<file path="config.mk">
export PLATFORM = sky130hd
export DESIGN_NAME = fnd_display_scheduler_flat
export DESIGN_NICKNAME = d
export VERILOG_FILES = /design/src/rtl/fnd_display_scheduler_if.sv /design/src/rtl/fnd_display_scheduler.sv /design/src/flat_wrapper.sv
export SDC_FILE = /design/constraint.sdc
export NUM_CORES = 1
export LEC_CHECK = 0
export CORE_ASPECT_RATIO = 1.5
export CORE_MARGIN = 1.5
export CORE_UTILIZATION = 53
export CTS_CLUSTER_SIZE = 8
export DETAILED_ROUTE_END_ITERATION = 7
export PLACE_DENSITY = 0.8
export SLEW_MARGIN = 20
export SYNTH_ARGS = -nofsm -noshare
export SYNTH_HDL_FRONTEND = slang
export SYNTH_SLANG_ARGS = --single-unit
</file>
<file path="constraint.sdc">
create_clock -name i_clk -period 3.95 [get_ports i_clk]
set_input_delay 0.5925 -clock i_clk [delete_from_list [all_inputs] [get_ports i_clk]]
set_output_delay 0.5925 -clock i_clk [all_outputs]
set_load 0.01 [all_outputs]
</file>
<file path="src/rtl/fnd_display_scheduler_if.sv">
// Source-to-scheduler bundle: two value requesters, blink control,
// and the registered FND controller drive returned by the scheduler.
interface fnd_display_scheduler_if;
  logic        i_req_a;
  logic [13:0] i_value_a;
  logic        i_req_b;
  logic [13:0] i_value_b;
  logic        i_blink;
  logic [13:0] o_value;
  logic [1:0]  o_control;
  logic        o_grant_a;
  logic        o_grant_b;
  logic        o_busy;

  modport master (
    output i_req_a, i_value_a,
    output i_req_b, i_value_b,
    output i_blink,
    input  o_value, o_control,
    input  o_grant_a, o_grant_b,
    input  o_busy
  );

  modport slave (
    input  i_req_a, i_value_a,
    input  i_req_b, i_value_b,
    input  i_blink,
    output o_value, o_control,
    output o_grant_a, o_grant_b,
    output o_busy
  );
endinterface

</file>
<file path="src/rtl/fnd_display_scheduler.sv">
// Round-robin owner of a shared 4-digit FND controller with a
// guaranteed minimum display time and optional blinking.
module fnd_display_scheduler #(
  parameter int TICK_DIV    = 100000,
  parameter int HOLD_TICKS  = 1000,
  parameter int BLINK_TICKS = 250,
  parameter int MAX_VALUE   = 9999
) (
  input logic                    i_clk,
  input logic                    i_reset,
  fnd_display_scheduler_if.slave bus
);
  localparam int PW = $clog2(TICK_DIV + 1);
  localparam int HW = $clog2(HOLD_TICKS + 1);
  localparam int BW = $clog2(BLINK_TICKS + 1);
  localparam logic [PW-1:0] P_LAST = PW'(TICK_DIV - 1);
  localparam logic [HW-1:0] H_LAST = HW'(HOLD_TICKS - 1);
  localparam logic [BW-1:0] B_LAST = BW'(BLINK_TICKS - 1);
  localparam logic [13:0]   MAX_V  = 14'(MAX_VALUE);

  typedef enum logic [1:0] {IDLE, LATCH, SHOW} state_t;

  state_t        state, state_d;
  logic [PW-1:0] presc;
  logic [HW-1:0] hold;
  logic [BW-1:0] blink;
  logic          phase, phase_d;
  logic          last_b;
  logic [13:0]   value, value_d;
  logic [1:0]    ctrl, ctrl_d;
  logic          grant_a, grant_a_d;
  logic          grant_b, grant_b_d;
  logic          busy;
  logic          tick, expire;
  logic          win_a, win_b;

  function automatic logic [13:0] sat(
    input logic [13:0] v
  );
    return (v > MAX_V) ? MAX_V : v;
  endfunction

  assign tick   = presc == P_LAST;
  assign expire = state == SHOW && tick
               && hold == H_LAST;

  // On a tie the source that did not win last time takes it.
  assign win_a = bus.i_req_a
               & (~bus.i_req_b | last_b);
  assign win_b = bus.i_req_b
               & (~bus.i_req_a | ~last_b);

  always_comb begin
    state_d = state;
    unique case (state)
      IDLE:
        if (win_a | win_b)
          state_d = LATCH;
      LATCH:
        state_d = SHOW;
      SHOW:
        if (expire)
          state_d = (win_a | win_b)
                  ? LATCH : IDLE;
      default:
        state_d = IDLE;
    endcase
  end

  always_comb begin
    phase_d = phase;
    if (state == LATCH)
      phase_d = 1'b1;
    else if (state == SHOW && tick
             && blink == B_LAST)
      phase_d = ~phase;
  end

  // Outputs are registered from the state being entered.
  always_comb begin
    value_d   = value;
    ctrl_d    = 2'b00;
    grant_a_d = grant_a;
    grant_b_d = grant_b;
    unique case (state_d)
      LATCH: begin
        value_d   = sat(win_a ? bus.i_value_a
                              : bus.i_value_b);
        ctrl_d    = 2'b11;
        grant_a_d = win_a;
        grant_b_d = win_b;
      end
      SHOW:
        ctrl_d = {~bus.i_blink | phase_d, 1'b0};
      default: begin
        grant_a_d = 1'b0;
        grant_b_d = 1'b0;
      end
    endcase
  end

  always_ff @(posedge i_clk or negedge i_reset) begin
    if (!i_reset)
      state <= IDLE;
    else
      state <= state_d;
  end

  always_ff @(posedge i_clk or negedge i_reset) begin
    if (!i_reset) begin
      presc   <= '0;
      hold    <= '0;
      blink   <= '0;
      phase   <= 1'b1;
      last_b  <= 1'b1;
      value   <= '0;
      ctrl    <= 2'b00;
      grant_a <= 1'b0;
      grant_b <= 1'b0;
      busy    <= 1'b0;
    end else begin
      phase   <= phase_d;
      value   <= value_d;
      ctrl    <= ctrl_d;
      grant_a <= grant_a_d;
      grant_b <= grant_b_d;
      busy    <= state_d != IDLE;
      if (state_d == LATCH)
        last_b <= win_b;
      if (state == LATCH) begin
        presc <= '0;
        hold  <= '0;
        blink <= '0;
      end else begin
        presc <= tick ? '0 : presc + 1'b1;
        if (state == SHOW && tick) begin
          hold  <= expire ? '0 : hold + 1'b1;
          blink <= (blink == B_LAST)
                 ? '0 : blink + 1'b1;
        end
      end
    end
  end

  assign bus.o_value   = value;
  assign bus.o_control = ctrl;
  assign bus.o_grant_a = grant_a;
  assign bus.o_grant_b = grant_b;
  assign bus.o_busy    = busy;
endmodule

</file>
<file path="src/flat_wrapper.sv">
// flat-port wrapper written by rule: the top's interface ports become plain ports
module fnd_display_scheduler_flat 
#(
  parameter int TICK_DIV    = 100000,
  parameter int HOLD_TICKS  = 1000,
  parameter int BLINK_TICKS = 250,
  parameter int MAX_VALUE   = 9999
)
  (i_clk, i_reset, bus_i_req_a, bus_i_value_a, bus_i_req_b, bus_i_value_b, bus_i_blink, bus_o_value, bus_o_control, bus_o_grant_a, bus_o_grant_b, bus_o_busy);
  fnd_display_scheduler_if bus_i ();
  input logic i_clk;
  input logic i_reset;
  input wire logic [$bits(bus_i.i_req_a)-1:0] bus_i_req_a;
  input wire logic [$bits(bus_i.i_value_a)-1:0] bus_i_value_a;
  input wire logic [$bits(bus_i.i_req_b)-1:0] bus_i_req_b;
  input wire logic [$bits(bus_i.i_value_b)-1:0] bus_i_value_b;
  input wire logic [$bits(bus_i.i_blink)-1:0] bus_i_blink;
  output wire logic [$bits(bus_i.o_value)-1:0] bus_o_value;
  output wire logic [$bits(bus_i.o_control)-1:0] bus_o_control;
  output wire logic [$bits(bus_i.o_grant_a)-1:0] bus_o_grant_a;
  output wire logic [$bits(bus_i.o_grant_b)-1:0] bus_o_grant_b;
  output wire logic [$bits(bus_i.o_busy)-1:0] bus_o_busy;
  assign bus_i.i_req_a = bus_i_req_a;
  assign bus_i.i_value_a = bus_i_value_a;
  assign bus_i.i_req_b = bus_i_req_b;
  assign bus_i.i_value_b = bus_i_value_b;
  assign bus_i.i_blink = bus_i_blink;
  assign bus_o_value = bus_i.o_value;
  assign bus_o_control = bus_i.o_control;
  assign bus_o_grant_a = bus_i.o_grant_a;
  assign bus_o_grant_b = bus_i.o_grant_b;
  assign bus_o_busy = bus_i.o_busy;
  fnd_display_scheduler #(.TICK_DIV(TICK_DIV), .HOLD_TICKS(HOLD_TICKS), .BLINK_TICKS(BLINK_TICKS), .MAX_VALUE(MAX_VALUE)) u_core (.i_clk(i_clk), .i_reset(i_reset), .bus(bus_i));
endmodule
</file>
# ---- Yosys cells after proc, flatten, opt, wreduce, memory -nomap -nowiden
# Cells that the tools add are included.
dict set report totals {
  reg_bits 58
  inputBits 33
  wordCells 58
}
dict set report classes {
  add_sub_neg 3
  n_lt_le_gt_ge 1
  n_eq_ne 7
  muxes 19
  bitwise 11
  reduce_logical 6
}
# operator n
set ops {}
lappend ops {{17-bit two-way mux} 2}
lappend ops {{10-bit two-way mux} 3}
lappend ops {{14-bit two-way mux} 2}
lappend ops {{8-bit two-way mux} 3}
lappend ops {{17-bit by 1-bit adder with 17-bit output (second input constant)} 1}
lappend ops {{17-bit == test (second input constant)} 1}
lappend ops {{14-bit greater-than comparator (second input constant)} 1}
lappend ops {{10-bit by 1-bit adder with 10-bit output (second input constant)} 1}
lappend ops {{10-bit == test (second input constant)} 1}
lappend ops {{8-bit by 1-bit adder with 8-bit output (second input constant)} 1}
lappend ops {{8-bit == test (second input constant)} 1}
lappend ops {{2-bit one-hot mux with 3 select lines} 1}
lappend ops {{1-bit inverter} 5}
lappend ops {{2-bit by 1-bit == test with 1-bit output (second input constant)} 2}
lappend ops {{2-bit == test (second input constant)} 2}
lappend ops {{2-bit two-way mux} 2}
lappend ops {{1-bit OR} 4}
lappend ops {{1-bit one-hot mux with 2 select lines} 2}
lappend ops {{2-bit one-hot mux with 2 select lines} 1}
lappend ops {{2-bit nonzero test} 2}
lappend ops {{1-bit logical AND} 3}
lappend ops {{1-bit two-way mux} 3}
lappend ops {{1-bit bitwise AND} 2}
lappend ops {{2-bit zero test} 1}

# ---- Longest topological paths before layout
dict set report logic_depth {
  ltp_word 9
  ltp_mapped 11
}

# ---- Worst setup path before layout
# OpenSTA, ideal clock, no wires.
dict set report synth_path {
  path_kind {register to register}
  start {reg u_core.presc[0]}
  end {reg u_core.value[13], in the netlist u_core.bus.o_value[13]}
  t_arrival_ns 2.629
  setup_slack_ns 1.196
  path_stages_with_launch 11
  path_buffers 2
  period_less_slack_ns 2.754
  cell_sequence {dfrtp_1 > ha_1 > and4_1 > and4_4 > nand2_4 > o21ai_1 > and2_1 > ha_1 > clkbuf_1 > clkbuf_1 > mux2_2}
}
dict set report synth_between {
  elab_chain_len 6
}
# item line_no
set synth_lines {}
lappend synth_lines {{start, declared} fnd_display_scheduler.sv:24} ;# logic [PW-1:0] presc;
lappend synth_lines {{start signal, assigned} fnd_display_scheduler.sv:135} ;# presc <= tick ? '0 : presc + 1'b1;
lappend synth_lines {{17-bit == test} fnd_display_scheduler.sv:43} ;# assign tick = presc == P_LAST;
lappend synth_lines {{1-bit logical AND} fnd_display_scheduler.sv:44} ;# assign expire = state == SHOW && tick
lappend synth_lines {{1-bit logical AND} fnd_display_scheduler.sv:45} ;# && hold == H_LAST;
lappend synth_lines {{2-bit two-way mux} fnd_display_scheduler.sv:62} ;# if (expire)
lappend synth_lines {{2-bit one-hot mux with 3 select lines} fnd_display_scheduler.sv:55} ;# unique case (state)
lappend synth_lines {{net u_core.state_d[0]} fnd_display_scheduler.sv:23} ;# state_t state, state_d;
lappend synth_lines {{2-bit by 1-bit == test with 1-bit output} fnd_display_scheduler.sv:85} ;# unique case (state_d)
lappend synth_lines {{end signal, assigned} fnd_display_scheduler.sv:123} ;# value <= value_d;
lappend synth_lines {{end, declared} fnd_display_scheduler.sv:29} ;# logic [13:0] value, value_d;
# The timed path passes the listed nets, and every way through them passes these cells.
# A chain may end at the register's enable or synchronous reset.

# ---- Worst setup path in the final report
dict set report layout_path {
  start {reg u_core.presc[0]}
  end {reg u_core.value[5], in the netlist u_core.bus.o_value[5]}
}
# The elaborated chain is that of the path after synthesis.

==> impl.org <==
** Run status
- Result of the run :: finished clean

** Critical path
- For this design, the slowest cell found on the critical path is sky130_fd_sc_hd__ha_1.
- Max Fanout on Critical Path :: 17
- Tracing the worst setup path back leads to its startpoint at u_core.presc[0].
- Worst setup slack for register-to-register paths :: 0.84 ns
- The worst setup path is captured at a register.
- Worst reg2reg path startpoint :: u_core.presc[0]
- The signal on the critical path passes through ha_1, and4_1, and4_4, nand2_4, o21ai_1, and2_1, ha_1, nand4_1, o211a_1.
- Slowest stage delay, CP :: 0.49 ns
- CP Data Arrival Time :: 3.33 ns
- Critical Path Start Type :: register
- Data on the critical path is required at its endpoint by 4.17 ns.
- The worst setup path is of the reg -> reg kind.
- Critical R2R Capture :: u_core.bus.o_value[5]
- Cell type with the highest occurrence count on the critical path :: sky130_fd_sc_hd__ha_1
- Number of cells on the worst reg-to-reg path :: 9

** Clock tree
- Hold-fix buffers, CTS :: 0
- The cell sitting at the root of the clock tree is a sky130_fd_sc_hd__clkbuf_8.
- Latest clock arrival within the worst-skew pair :: 0.34 ns
- Buffers inserted during clock tree synthesis total 9.
- Gates resized during post-CTS repair numbered 0.
- CTS H-tree lvls :: 3
- Max Root-Sink Buffers :: 2
- Once the clock tree was built, the setup fixing pass inserted 0 buffers.
- After clock tree synthesis, the clock-pin slew on the worst setup and hold paths is 0.07 ns.
- CTS saw 58 sinks.
- CTS tree :: done

** Layout
- With fillers left out, the area of the finished cells amounts to 3840 um^2.
- Summing all multi-input logic gate instances after layout gives 1540 um^2.
- The area growth from synthesis to layout is 25.8%.
- Filler instances :: 417
- Leaving out fill and tap cells, the most frequent cell in the layout is sky130_fd_sc_hd__dfrtp_1.
- Fraction of layout instances using a drive strength above 1 :: 11.1%
- Sequential standard cell area :: 1450 um^2
- For this run, the post-layout net count is 405.
- The top cell types in the final layout, fill and taps aside, are sky130_fd_sc_hd__dfrtp_1, sky130_fd_sc_hd__clkdlybuf4s50_1, sky130_fd_sc_hd__nor2_1.
- 0 antenna diodes ended up in the layout.

** Timing
- Setup violations remaining at the end of the flow were counted as 0.
- Dividing the final minimum period by the clock period gives 78.7%.
- Slew @ Worst Pin :: 1.09 ns
- Time the worst path needs with I/O delays and setup :: 3.11 ns
- Headroom to the max-slew limit came out at 26.6%.
- The number of max-slew violations in the final report is 0.
- Clock tree skew after final layout :: 0.00730 ns
- Post-route setup slack :: 0.842 ns
- In the final timing run, aggregate negative setup slack is 0 ns.
- The final number of hold-violating endpoints was 0.
- Derived from the worst setup path, the maximum achievable clock frequency is 0.322 GHz.
- Setup repair after global routing left no endpoint under its margin.

** Global route
- Maximum number of pins on one net before global-route repair :: 33
- Global routing finished with a remaining overflow of 0.
- Number of global-route vias before repair :: 2,523
- The first global-routing pass estimated 11.7 mm of wire.
- Initial antenna violation count :: 0
- Global routing used 25.1% of the available tracks across all layers.

** Yosys
- Dividing the synthesized area by the synthesized cell count gives 9.91 um^2.
- After synthesis the netlist holds a flip-flop and latch count of 58.
- Yosys warning total :: 0
- Sequential elements use 47.6% of the synthesized area.
- Cells after synthesis :: 308
- Yosys mapped the design onto 48 distinct sky130hd cell types.
- Share of flip-flops with an asynchronous set or reset :: 100%
- Count of flip-flops with a built-in enable after synthesis :: 0
- For this run, the leading register cell type out of synthesis is sky130_fd_sc_hd__dfrtp_1.
- Net count of the mapped netlist :: 349
- The synthesized netlist occupies a cell area of 3050 um^2.

** Route
- The count of nets left with antenna violations once routing finished came out at 0.
- Number of remaining DRC errors :: 0
- For this block, the initial DRC count from the detailed router was 263.
- Before antenna repair, the detailed router went through 5 iterations.
- Using the TritonRoute via totals, the vias-per-cell ratio works out to 5.75.
- Wires add up to 7.15 mm.
- Vias :: 2,524
- Routed wirelength normalized by instance count :: 16.3 um

** Min path
- In this run the worst hold path is classified as in -> async.

** Placement
- Summing all placed instances gives a cell area of 3630 um^2.
- Worst-case setup slack after placement :: 0.826 ns
- The wire-length estimate of the detail-placed layout is 5.23 mm.
- Number of port buffers :: 51
- Routability-driven placement finished with a final weighted congestion of 0.865.

** Pwr
- Power spread over the standard cell area amounts to 561 nW/um^2.
- Across the VDD grid, the largest voltage drop is 423 uV.
- Lkg Pwr :: 1.67 nW

** Die
- Number of top-level pins :: 52
- The initial utilization of the core area, before any placement, comes to 55.6%.
- In this run the standard cell core region covers 5490 um^2.
- Die Y :: 96.0 um
- The die covers 6230 um^2.
- Width of the die :: 65.0 um
- Num rows :: 33

** Job
- The tool flagged a number of max-cap violations equal to 0.
kinds of logic after synthesis:
group | Yosys count | synth area share [%]
fa+ha+maj | 8 | 3.28
flops | 58 | 47.6
buf+inv | 15 | 1.97
simple gates | 141 | 24.4
xor+xnor | 18 | 5.16
compound gates | 43 | 8.85
mux | 25 | 8.69
cell usage after synthesis (5+ instances only):
| cell type | count | area, um^2 |
|---|---|---|
| sky130_fd_sc_hd__nor2_1 | 34 | 128 |
| sky130_fd_sc_hd__a31oi_1 | 6 | 37.5 |
| sky130_fd_sc_hd__nand4_1 | 8 | 50.1 |
| sky130_fd_sc_hd__o21ai_0 | 12 | 60.1 |
| sky130_fd_sc_hd__nor3_1 | 6 | 30.0 |
| sky130_fd_sc_hd__ha_1 | 8 | 100 |
| sky130_fd_sc_hd__or4_1 | 5 | 37.5 |
| sky130_fd_sc_hd__mux2_2 | 12 | 135 |
| sky130_fd_sc_hd__a21oi_1 | 11 | 55.1 |
| sky130_fd_sc_hd__mux2i_1 | 13 | 130 |
| sky130_fd_sc_hd__dfrtp_1 | 56 | 1400 |
| sky130_fd_sc_hd__nand3_1 | 24 | 120 |
| sky130_fd_sc_hd__nand2_1 | 30 | 113 |
| sky130_fd_sc_hd__and3_1 | 7 | 43.8 |
| sky130_fd_sc_hd__clkbuf_1 | 6 | 22.5 |
| sky130_fd_sc_hd__xnor2_1 | 6 | 52.6 |
| sky130_fd_sc_hd__inv_1 | 5 | 18.8 |
| sky130_fd_sc_hd__xor2_1 | 12 | 105 |
cell type report:
cell class | count | area share, %
Clock buffer | 12 | 4.04
Clock inverter | 4 | 1.30
Inverter | 5 | 0.489
Multi-Input combinational cell | 235 | 40.1
Sequential cell | 58 | 37.9
Tap cell | 70 | 2.28
Timing Repair Buffer | 55 | 13.9
metrics by stage:
stage,utilization (%),power [mW],hold WS [ns],std cells
floorplan,-,1.25,0.297,308
global placement,66.2,1.59,0.467,423
detailed placement,66.2,1.60,0.477,423
CTS,69.9,2.17,0.315,439
global route,69.9,2.27,0.359,439
finish,69.9,2.15,0.305,439
worst max-delay path, delay by kind of cell (launching register included):
| family | cells | cell delay [ns] |
|---|---|---|
| AND/OR/NAND/NOR | 5 | 1.38 |
| adder cells (fa/ha/maj) | 2 | 0.73 |
| AO/OA/AOI/OAI | 2 | 0.51 |
| flip-flops | 1 | 0.38 |
worst max path at each step:
stage / to / slack [ns] / cells past startpoint
global route: u_core.bus.o_value[6] / 0.52 / 9
floorplan: u_core.bus.o_value[13] / 1.20 / 10
detailed placement: u_core.bus.o_value[7] / 0.83 / 9
finish: u_core.bus.o_value[5] / 0.84 / 9
global placement: u_core.bus.o_value[7] / 0.94 / 9
CTS: u_core.bus.o_value[7] / 0.83 / 9
power breakdown:
| group | internal (mW) | switching, mW | total, mW |
|---|---|---|---|
| sequential | 0.731 | 0.104 | 0.835 |
| combinational | 0.378 | 0.377 | 0.756 |
| clock | 0.325 | 0.239 | 0.564 |
| total | 1.43 | 0.720 | 2.15 |
layer usage:
layer	global-route usage [%]	vias up	wire length, um
met1	27.6	1222	2770
met2	45.0	73	3880
met4	10.6	0	157
li1	-	1218	-
met3	6.90	11	334
met5	0	-	0
sequential cells by signal (all words and copies together), names as in the netlist:
signal                flops
u_core.bus.o_value       14
u_core.presc             17
u_core.last_b             1
u_core.phase              1
u_core.bus.o_busy         1
u_core.bus.o_grant_a      1
u_core.blink              8
u_core.state              2
u_core.bus.o_grant_b      1
u_core.hold              10
u_core.bus.o_control      2
Note: power is estimated with default switching activity, not from simulation.
